[config.mk]
export PLATFORM = sky130hd
export DESIGN_NAME = dmem_access_arbiter_flat
export DESIGN_NICKNAME = d
export VERILOG_FILES = /design/src/rtl/dmem_access_arbiter_pkg.sv /design/src/rtl/dmem_access_arbiter_if.sv /design/src/rtl/dmem_access_arbiter_perf.sv /design/src/rtl/dmem_access_arbiter.sv /design/src/flat_wrapper.sv
export SDC_FILE = /design/constraint.sdc
export NUM_CORES = 1
export LEC_CHECK = 0
export ABC_AREA = 1
export BUFFER_PORTS_ARGS = -buffer_cell sky130_fd_sc_hd__clkbuf_2
export CAP_MARGIN = 10
export CORE_AREA = 2 2 95 97
export DETAILED_ROUTE_END_ITERATION = 7
export DIE_AREA = 0 0 97 99
export PLACE_DENSITY_LB_ADDON = 0.3
export SETUP_SLACK_MARGIN = 0.15
export SYNTH_ARGS = -nofsm -noshare
export SYNTH_HDL_FRONTEND = slang
export SYNTH_HIERARCHICAL = 1
export SYNTH_SLANG_ARGS = --single-unit
[constraint.sdc]
create_clock -name clk -period 1.7 [get_ports clk]
set_input_delay 0.17 -clock clk [delete_from_list [all_inputs] [get_ports clk]]
set_output_delay 0.17 -clock clk [all_outputs]
set_load 0.02 [all_outputs]
[src/rtl/dmem_access_arbiter_pkg.sv]
// Shared types and constants for the data-memory access arbiter.
package dmem_access_arbiter_pkg;

  typedef enum logic [1:0] {
    ST_IDLE,
    ST_CPU_RD,
    ST_LD_HOLD
  } state_e;

  // Upper 24 address bits of the MMIO page that bypasses dMem.
  localparam logic [23:0] IO_PAGE = 24'hFFFFFC;

  function automatic logic is_io_page(input logic [23:0] page);
    return page == IO_PAGE;
  endfunction

endpackage

[src/rtl/dmem_access_arbiter_if.sv]
// Bus bundle between the MEM stage, the UART loader, dMem and the arbiter.
// slave modport: arbiter side; master modport: requester/memory side.
interface dmem_access_arbiter_if #(
  parameter int unsigned ADDR_W = 14,
  parameter int unsigned DATA_W = 32
);
  logic              cpu_req;
  logic              cpu_we;
  logic [31:0]       cpu_addr;
  logic [DATA_W-1:0] cpu_wdata;
  logic [DATA_W-1:0] cpu_rdata;
  logic              cpu_ack;
  logic              cpu_stall;
  logic              ld_mode;
  logic              ld_req;
  logic [31:0]       ld_addr;
  logic [DATA_W-1:0] ld_wdata;
  logic              ld_ack;
  logic              mem_en;
  logic              mem_we;
  logic [ADDR_W-1:0] mem_addr;
  logic [DATA_W-1:0] mem_wdata;
  logic [DATA_W-1:0] mem_rdata;

  modport slave (
    input  cpu_req, cpu_we, cpu_addr, cpu_wdata,
    output cpu_rdata, cpu_ack, cpu_stall,
    input  ld_mode, ld_req, ld_addr, ld_wdata,
    output ld_ack,
    output mem_en, mem_we, mem_addr, mem_wdata,
    input  mem_rdata
  );

  modport master (
    output cpu_req, cpu_we, cpu_addr, cpu_wdata,
    input  cpu_rdata, cpu_ack, cpu_stall,
    output ld_mode, ld_req, ld_addr, ld_wdata,
    input  ld_ack,
    input  mem_en, mem_we, mem_addr, mem_wdata,
    output mem_rdata
  );
endinterface

[src/rtl/dmem_access_arbiter_perf.sv]
// Performance counters for the dMem arbiter: CPU loads acked, CPU stores
// acked and stall cycles. 32-bit, wrapping, cleared by reset.
module dmem_perf_cnt (
  input  logic        clk,
  input  logic        rst_n,
  input  logic        rd_evt_i,
  input  logic        wr_evt_i,
  input  logic        stall_evt_i,
  output logic [31:0] rd_cnt_o,
  output logic [31:0] wr_cnt_o,
  output logic [31:0] stall_cnt_o
);
  logic [31:0] rd_q, wr_q, stall_q;

  // Event counters, one increment per flagged cycle
  always_ff @(posedge clk or negedge rst_n) begin
    if (!rst_n) begin
      rd_q    <= '0;
      wr_q    <= '0;
      stall_q <= '0;
    end else begin
      if (rd_evt_i)    rd_q    <= rd_q + 32'd1;
      if (wr_evt_i)    wr_q    <= wr_q + 32'd1;
      if (stall_evt_i) stall_q <= stall_q + 32'd1;
    end
  end

  assign rd_cnt_o    = rd_q;
  assign wr_cnt_o    = wr_q;
  assign stall_cnt_o = stall_q;
endmodule

[src/rtl/dmem_access_arbiter.sv]
// Shares the synchronous dMem BRAM between the MEM stage and the UART loader,
// absorbs the 1-cycle read latency with a stall, and forces a loader grant
// after STARVE_MAX waiting cycles in run mode.
// Optional feature macro: DMEM_PERF_EN (adds perf_rd_cnt/perf_wr_cnt/perf_stall_cnt).
module dmem_access_arbiter
  import dmem_access_arbiter_pkg::*;
#(
  parameter int unsigned ADDR_W     = 14,
  parameter int unsigned DATA_W     = 32,
  parameter int unsigned STARVE_MAX = 8
) (
  input  logic                 clk,
  input  logic                 rst_n,
  dmem_access_arbiter_if.slave bus
`ifdef DMEM_PERF_EN
  ,
  output logic [31:0]          perf_rd_cnt,
  output logic [31:0]          perf_wr_cnt,
  output logic [31:0]          perf_stall_cnt
`endif
);
  localparam int unsigned STARVE_W = $clog2(STARVE_MAX + 1);

  state_e              state_q, state_d;
  logic [STARVE_W-1:0] starve_q, starve_d;
  logic [DATA_W-1:0]   cpu_rdata_q, cpu_rdata_d;
  logic                cpu_ack_q, cpu_ack_d;
  logic                ld_ack_q, ld_ack_d;

  logic                mem_en, mem_we, cpu_stall, ld_grant;
  logic [ADDR_W-1:0]   mem_addr;
  logic [DATA_W-1:0]   mem_wdata;

  // State, starvation counter and registered responses
  always_ff @(posedge clk or negedge rst_n) begin
    if (!rst_n) begin
      state_q     <= ST_IDLE;
      starve_q    <= '0;
      cpu_rdata_q <= '0;
      cpu_ack_q   <= 1'b0;
      ld_ack_q    <= 1'b0;
    end else begin
      state_q     <= state_d;
      starve_q    <= starve_d;
      cpu_rdata_q <= cpu_rdata_d;
      cpu_ack_q   <= cpu_ack_d;
      ld_ack_q    <= ld_ack_d;
    end
  end

  // Grant selection, memory port drive and next state. Outputs are forced
  // low while reset is asserted so a reset mid-access is quiet immediately.
  always_comb begin
    state_d     = state_q;
    starve_d    = starve_q;
    cpu_rdata_d = cpu_rdata_q;
    cpu_ack_d   = 1'b0;
    ld_ack_d    = 1'b0;
    mem_en      = 1'b0;
    mem_we      = 1'b0;
    mem_addr    = '0;
    mem_wdata   = '0;
    cpu_stall   = 1'b0;
    ld_grant    = 1'b0;
    if (rst_n) begin
      case (state_q)
        ST_CPU_RD: begin
          cpu_rdata_d = bus.mem_rdata;
          cpu_ack_d   = 1'b1;
          state_d     = ST_IDLE;
        end
        ST_LD_HOLD: begin
          cpu_stall = bus.cpu_req;
          ld_grant  = bus.ld_req;
          if (!bus.ld_mode) state_d = ST_IDLE;
        end
        default: begin
          if (bus.ld_mode) begin
            cpu_stall = bus.cpu_req;
            ld_grant  = bus.ld_req;
            state_d   = ST_LD_HOLD;
          end else if (bus.ld_req && starve_q == STARVE_W'(STARVE_MAX)) begin
            cpu_stall = 1'b1;
            ld_grant  = 1'b1;
          end else if (bus.cpu_req && is_io_page(bus.cpu_addr[31:8])) begin
            cpu_ack_d = 1'b1;
          end else if (bus.cpu_req && bus.cpu_we) begin
            mem_en    = 1'b1;
            mem_we    = 1'b1;
            mem_addr  = bus.cpu_addr[ADDR_W+1:2];
            mem_wdata = bus.cpu_wdata;
            cpu_ack_d = 1'b1;
          end else if (bus.cpu_req) begin
            mem_en    = 1'b1;
            mem_addr  = bus.cpu_addr[ADDR_W+1:2];
            cpu_stall = 1'b1;
            state_d   = ST_CPU_RD;
          end else if (bus.ld_req) begin
            ld_grant = 1'b1;
          end
        end
      endcase

      // Loader write overrides any CPU drive of the port in the same cycle
      if (ld_grant) begin
        mem_en    = 1'b1;
        mem_we    = 1'b1;
        mem_addr  = bus.ld_addr[ADDR_W+1:2];
        mem_wdata = bus.ld_wdata;
        ld_ack_d  = 1'b1;
        starve_d  = '0;
      end else if (bus.ld_req && !bus.ld_mode && starve_q != STARVE_W'(STARVE_MAX)) begin
        starve_d = starve_q + STARVE_W'(1);
      end
    end
  end

  assign bus.cpu_rdata = cpu_rdata_q;
  assign bus.cpu_ack   = cpu_ack_q;
  assign bus.cpu_stall = cpu_stall;
  assign bus.ld_ack    = ld_ack_q;
  assign bus.mem_en    = mem_en;
  assign bus.mem_we    = mem_we;
  assign bus.mem_addr  = mem_addr;
  assign bus.mem_wdata = mem_wdata;

  // Byte-lane and out-of-range address bits are not used for word access
  logic unused_addr_bits;
  assign unused_addr_bits = ^{bus.cpu_addr[1:0], bus.ld_addr[1:0], bus.ld_addr[31:ADDR_W+2]};

`ifdef DMEM_PERF_EN
  logic rd_evt, wr_evt;
  assign rd_evt = cpu_ack_d & ((state_q == ST_CPU_RD) | ~bus.cpu_we);
  assign wr_evt = cpu_ack_d & (state_q != ST_CPU_RD) & bus.cpu_we;

  dmem_perf_cnt u_perf (
    .clk         (clk),
    .rst_n       (rst_n),
    .rd_evt_i    (rd_evt),
    .wr_evt_i    (wr_evt),
    .stall_evt_i (cpu_stall),
    .rd_cnt_o    (perf_rd_cnt),
    .wr_cnt_o    (perf_wr_cnt),
    .stall_cnt_o (perf_stall_cnt)
  );
`endif

endmodule

[src/flat_wrapper.sv]
// flat-port wrapper written by rule: the top's interface ports become plain ports
module dmem_access_arbiter_flat import dmem_access_arbiter_pkg::*;
#(
  parameter int unsigned ADDR_W     = 14,
  parameter int unsigned DATA_W     = 32,
  parameter int unsigned STARVE_MAX = 8
)
  (clk, rst_n, bus_cpu_req, bus_cpu_we, bus_cpu_addr, bus_cpu_wdata, bus_cpu_rdata, bus_cpu_ack, bus_cpu_stall, bus_ld_mode, bus_ld_req, bus_ld_addr, bus_ld_wdata, bus_ld_ack, bus_mem_en, bus_mem_we, bus_mem_addr, bus_mem_wdata, bus_mem_rdata);
  dmem_access_arbiter_if #(.ADDR_W(ADDR_W), .DATA_W(DATA_W)) bus_i ();
  input  logic clk;
  input  logic rst_n;
  input wire logic [$bits(bus_i.cpu_req)-1:0] bus_cpu_req;
  input wire logic [$bits(bus_i.cpu_we)-1:0] bus_cpu_we;
  input wire logic [$bits(bus_i.cpu_addr)-1:0] bus_cpu_addr;
  input wire logic [$bits(bus_i.cpu_wdata)-1:0] bus_cpu_wdata;
  output wire logic [$bits(bus_i.cpu_rdata)-1:0] bus_cpu_rdata;
  output wire logic [$bits(bus_i.cpu_ack)-1:0] bus_cpu_ack;
  output wire logic [$bits(bus_i.cpu_stall)-1:0] bus_cpu_stall;
  input wire logic [$bits(bus_i.ld_mode)-1:0] bus_ld_mode;
  input wire logic [$bits(bus_i.ld_req)-1:0] bus_ld_req;
  input wire logic [$bits(bus_i.ld_addr)-1:0] bus_ld_addr;
  input wire logic [$bits(bus_i.ld_wdata)-1:0] bus_ld_wdata;
  output wire logic [$bits(bus_i.ld_ack)-1:0] bus_ld_ack;
  output wire logic [$bits(bus_i.mem_en)-1:0] bus_mem_en;
  output wire logic [$bits(bus_i.mem_we)-1:0] bus_mem_we;
  output wire logic [$bits(bus_i.mem_addr)-1:0] bus_mem_addr;
  output wire logic [$bits(bus_i.mem_wdata)-1:0] bus_mem_wdata;
  input wire logic [$bits(bus_i.mem_rdata)-1:0] bus_mem_rdata;
  assign bus_i.cpu_req = bus_cpu_req;
  assign bus_i.cpu_we = bus_cpu_we;
  assign bus_i.cpu_addr = bus_cpu_addr;
  assign bus_i.cpu_wdata = bus_cpu_wdata;
  assign bus_cpu_rdata = bus_i.cpu_rdata;
  assign bus_cpu_ack = bus_i.cpu_ack;
  assign bus_cpu_stall = bus_i.cpu_stall;
  assign bus_i.ld_mode = bus_ld_mode;
  assign bus_i.ld_req = bus_ld_req;
  assign bus_i.ld_addr = bus_ld_addr;
  assign bus_i.ld_wdata = bus_ld_wdata;
  assign bus_ld_ack = bus_i.ld_ack;
  assign bus_mem_en = bus_i.mem_en;
  assign bus_mem_we = bus_i.mem_we;
  assign bus_mem_addr = bus_i.mem_addr;
  assign bus_mem_wdata = bus_i.mem_wdata;
  assign bus_i.mem_rdata = bus_mem_rdata;
  dmem_access_arbiter #(.ADDR_W(ADDR_W), .DATA_W(DATA_W), .STARVE_MAX(STARVE_MAX)) u_core (.clk(clk), .rst_n(rst_n), .bus(bus_i));
endmodule
== Yosys cells after proc, flatten, opt, wreduce, memory -nomap -nowiden ==
Cells that the tools add are included.
Storage, ports and cells
  register bits: 40
  input bits: 166
  logic and storage cells: 87
Operators by class
  eq/ne operators: 9
  muxes and demuxes: 60
  $add $sub $neg: 1
  reduce and logical (&&, ||, !) cells: 12
Operators with widths (number)
  $mux W32: 7
  $mux W14: 8
  $mux W1: 33
  $eq A24 B24 Y1 const B: 1
  $ne A4 B4 Y1 const B: 4
  $mux W2: 6
  $mux W4: 2
  $pmux W1 S2: 3
  $reduce_and A6 Y1: 1
  $logic_and A1 B1 Y1: 5
  $add A4 B1 Y4 const B: 1
  $eq A4 B4 Y1 const B: 1
  $pmux W2 S2: 1
  $reduce_and A2 Y1: 2
  $reduce_bool A4 Y1: 1
  $eq A2 B1 Y1 const B: 1
  $eq A2 B2 Y1 const B: 1
  $ne A2 B2 Y1 const B: 1
  $reduce_bool A2 Y1: 1
  $reduce_or A2 Y1: 1
  $logic_not A1 Y1: 1

== Depth between registers and ports, before layout ==
  word-level depth: 10
  mapped depth: 11
  gate-level depth less buffers: 10

== Worst setup path after synthesis ==
Ideal clock, no wire load.
  path kind: register to output
  start: register u_core.state_q[0]
  end: output port bus_mem_addr[6]
  stages on the path, launching flop included: 8
  slack: -0.353 ns
  arrival: 1.883 ns
  buffers on the path: 1
  path through: dfrtp_1 -> inv_1 -> ha_1 -> inv_2 -> nor2_4 -> nand2_2 -> buf_2 -> o41ai_1
On the way
  word-level cells in the longest chain between the ends: 5
Ends and longest elaborated chain
  start, declared: line dmem_access_arbiter.sv:24  | state_e state_q, state_d;
  start signal, assigned: line dmem_access_arbiter.sv:43  | state_q <= state_d;
  $eq A2 B2 Y1 / $eq A2 B1 Y1 (equally long branches): line dmem_access_arbiter.sv:66  | case (state_q)
  $pmux W1 S2 / $reduce_or A2 Y1 (equally long branches)
  $mux W1 / $mux W14 (equally long branches): line dmem_access_arbiter.sv:65, dmem_access_arbiter.sv:66
  $mux W14 *: line dmem_access_arbiter.sv:105  | if (ld_grant) begin
  $mux W14 *: line dmem_access_arbiter.sv:65  | if (rst_n) begin
  end, declared: line flat_wrapper.sv:26  | output wire logic [$bits(bus_i.mem_addr)-1:0] bus_mem_addr;
Mark *: on every way between the ends. The rest lies on a longest branch, timed or not. The select of a mux whose other input is x is not followed.

== Final worst setup path ==
  start: register u_core.state_q[1]
  end: output port bus_mem_addr[6]
Same word-level chain as after synthesis.

==> run metrics <==
GRT Total Usage=between 10% and 20%; worst hold endpoint=u_core/bus.cpu_rdata[17]; Synth top area share=between 30% and 40%; CTS tree=built; Pwr Total=~6.7 mW; IO Count=between 200 and 250; setup_tns=-28.56 ns; area of the core=around 0.0086 mm²; initial antenna violation count=0; first-pass GRT wire length=roughly 15000 µm; DR vias=around 3400; Placed Area=about 0.0046 mm²; RSZ-0062 raised after global routing=true; layout cells sized above 1=between 60% and 70%; Comb power frac=between 60% and 70%; die area=between 0.009 and 0.01 mm²; Cell Chain, Critical Path=ha_4, inv_2, nor2_4, nand3_4, buf_6, nand2_4, nor2_4, buf_12, buf_12, nand2_4, o41ai_4, buf_4; critical path fanouts, max=7; clock sink total=40; number of synthesized flops with an enable pin=0; Max Slew Vio Count=0; final instance area=~0.0054 mm²; crit-path max cell delay=between 0.4 and 0.5 ns; CTS max path bufs=2; Layout area overhead=99.3%; Post-synth top cells=nand2_1, dfrtp_1, mux2_2, o21ai_1, nor2_1; ANT cells=0; failing checks=setup timing; WL/cell=about 14 µm; hold_ws=approximately 0.11 ns; Seq/Total Area, Yosys=37.2%; Synthesized Nets=around 530; H-Tree Depth=2; synthesized flop and latch total=40; Starting DRT DRC Count=just over 80; Setup WS post-layout=-0.622 ns; maxcap violations=0; Flop pwr share=about a quarter; switch share=a little over two fifths; slowest CP cell=dfrtp_1; Rows=34; Worst Setup End Kind=primary output; Placed Cells=699; final cell count without fillers=around 720; min cycle time layout=2.32 ns; nets=~800; crit share post-route=137%; Initial DRT Pass Iterations=5; Die H=slightly below 100 µm; Worst slew margin=68.7%; Yosys cell types=24; critical path startpoint=u_core/state_q[1]; drt total wl=between 9000 and 10000 µm; Setup Skew=~0.0071 ns; Routability Congestion=between 0.8 and 0.9; synthesized area=roughly 0.0027 mm²; Switch Pwr=between 2 and 3 mW; Starting Density=approximately a third; largest net degree at the start of global routing=34; top-count cell post-synth=nand2_1; FF-to-FF End=u_core/starve_q[2]; Remaining DRCs=0; Final Hold Vio Count=0; CP arrival=2.15 ns; ys async rst share=100%; reg2reg start=u_core/state_q[1]; Synthesis Warnings=6; Main synth FF type=dfrtp_1; R2R Setup Slk=-0.20 ns; port bufs=about 230; clock root buffer=clkbuf_8; Slew @ Worst Pin=between 0.4 and 0.5 ns; dpl hpwl=about 7500 µm; Min-Delay Path Depth=2; Hold Crit Start=bus_mem_rdata[17]; CTS clk-pin slew, worst paths=roughly 0.080 ns; worst hold-check path type=in -> reg; latest clock arrival within the worst-skew pair=roughly 0.29 ns; FF-to-FF path depth=13; Die Span X=a little under 100 µm; CP startpoint kind=flip-flop; GR Overflow Total=0; Max Freq=between 400 and 500 MHz; clock share of power=between 10% and 20%; Yosys top cell by area=dfrtp_1; main area contributors after synthesis=dfrtp_1, nand2_1, mux2_2, o21ai_1, nand3_1; Int Pwr=3.78 mW; outcome=finished with violations; remaining antenna violation count=0; Worst EP required=roughly 1.5 ns; vias in the first global route=3253; setup violators final=~50; critical path class=reg -> out; Peak supply drop=around 0.48 mV; Gate Count Post-Synth=~360; Pleak=2.80 nW; Post-Synthesis Mean Instance Area=roughly 7.5 µm²; via/cell ratio=about 4.7; Num CTS Buffers=5; pwr/cell area=about 1300 mW/mm²
==> worst max-delay path: cells and delay by family, from the launching register on <==
| kind | cells | cell delay (ns) |
|---|---|---|
| flops | 1 | 0.42 |
| buf+inv | 5 | 0.65 |
| compound gates | 1 | 0.07 |
| fa+ha+maj | 1 | 0.29 |
| simple gates | 5 | 0.42 |
==> metal layers <==
| layer | vias to the layer above | part of all wire, % | track usage [%] |
|---|---|---|---|
| met5 | - | 0 | 0 |
| met4 | 0 | 1.9 | 6.83 |
| met3 | 15 | 8.1 | 4.54 |
| met2 | 157 | 53 | 32.4 |
| met1 | 1519 | 37 | 20.7 |
| li1 | 1670 | - | - |
==> worst max-delay path by stage <==
stage,to
2_1_floorplan,bus_mem_wdata[0]
5_1_grt,bus_mem_addr[6]
3_3_place_gp,bus_mem_wdata[20]
4_1_cts,bus_mem_wdata[7]
3_5_place_dp,bus_mem_wdata[7]
6_report,bus_mem_addr[6]
==> final cells by class <==
cell class                      instances  area, µm²
Clock buffer                            6       72.6
Clock inverter                          2       35.0
Fill cell                             755       3190
Inverter                               19       83.8
Multi-Input combinational cell        279       2240
Sequential cell                        40       1000
Tap cell                              108        135
Timing Repair Buffer                  264       1800
==> placed cells by master (no fill, tap or decap), types with 2 or more instances in the layout <==
master	count
dfrtp_1	40
nand3_1	20
nor3_1	2
mux2_2	32
nand2_2	26
o21ai_4	30
buf_4	36
buf_12	7
clkbuf_8	9
o21ai_0	2
nor2_1	24
inv_2	6
nor2_4	5
clkbuf_16	3
clkbuf_2	186
nand2_4	32
nand2_1	75
nand3_4	2
buf_6	23
o21ai_1	5
buf_8	4
ha_1	2
a21oi_1	4
o41ai_4	2
inv_1	12
ha_4	2
nand4_1	8
==> timing repair <==
item                                    in CTS  in global routing
hold buffers                                 1                  0
pin swaps                                    1                 10
resized for setup                           22                168
gates cloned                                 0                  4
endpoints found under the setup margin      54                 56
buffers inserted                             3                  3
hold endpoints to repair                     7                  0
==> state kept, by name, summed over array words and instances, names as in the netlist <==
| signal | cells |
|---|---|
| u_core/bus.cpu_ack | 1 |
| u_core/starve_q | 4 |
| u_core/state_q | 2 |
| u_core/bus.ld_ack | 1 |
| u_core/bus.cpu_rdata | 32 |
==> stage by stage <==
stage | setup slack, ns | utilization (%)
6_report | -0.622 | 62.7
5_1_grt | -0.707 | 62.7
3_5_place_dp | -0.260 | 53.6
4_1_cts | -0.572 | 56.2
3_3_place_gp | -0.224 | 53.6
2_1_floorplan | -0.0385 | -
==> cells by family (layout without fill, tap and decap cells) <==
kind of cell	count (synthesis)	in the layout	share of synthesized area, %
AO/OA/AOI/OAI	45	45	9.06
XOR/XNOR	1	1	0.325
adder cells (fa/ha/maj)	4	4	1.86
buffers and inverters	39	291	7.39
flip-flops	40	40	37.2
multiplexers	32	32	13.4
AND/OR/NAND/NOR	197	197	30.8
==> power by group through the flow <==
stage | logic [mW] | registers, mW | clock network (mW)
2_1_floorplan | 1.94 | 2.13 | 0
3_3_place_gp | 3.63 | 1.62 | 0
3_5_place_dp | 3.68 | 1.65 | 0
4_1_cts | 3.80 | 1.62 | 0.772
5_1_grt | 4.65 | 1.69 | 0.817
6_report | 4.34 | 1.63 | 0.743
No activity file was read; power rests on OpenSTA's default activity.
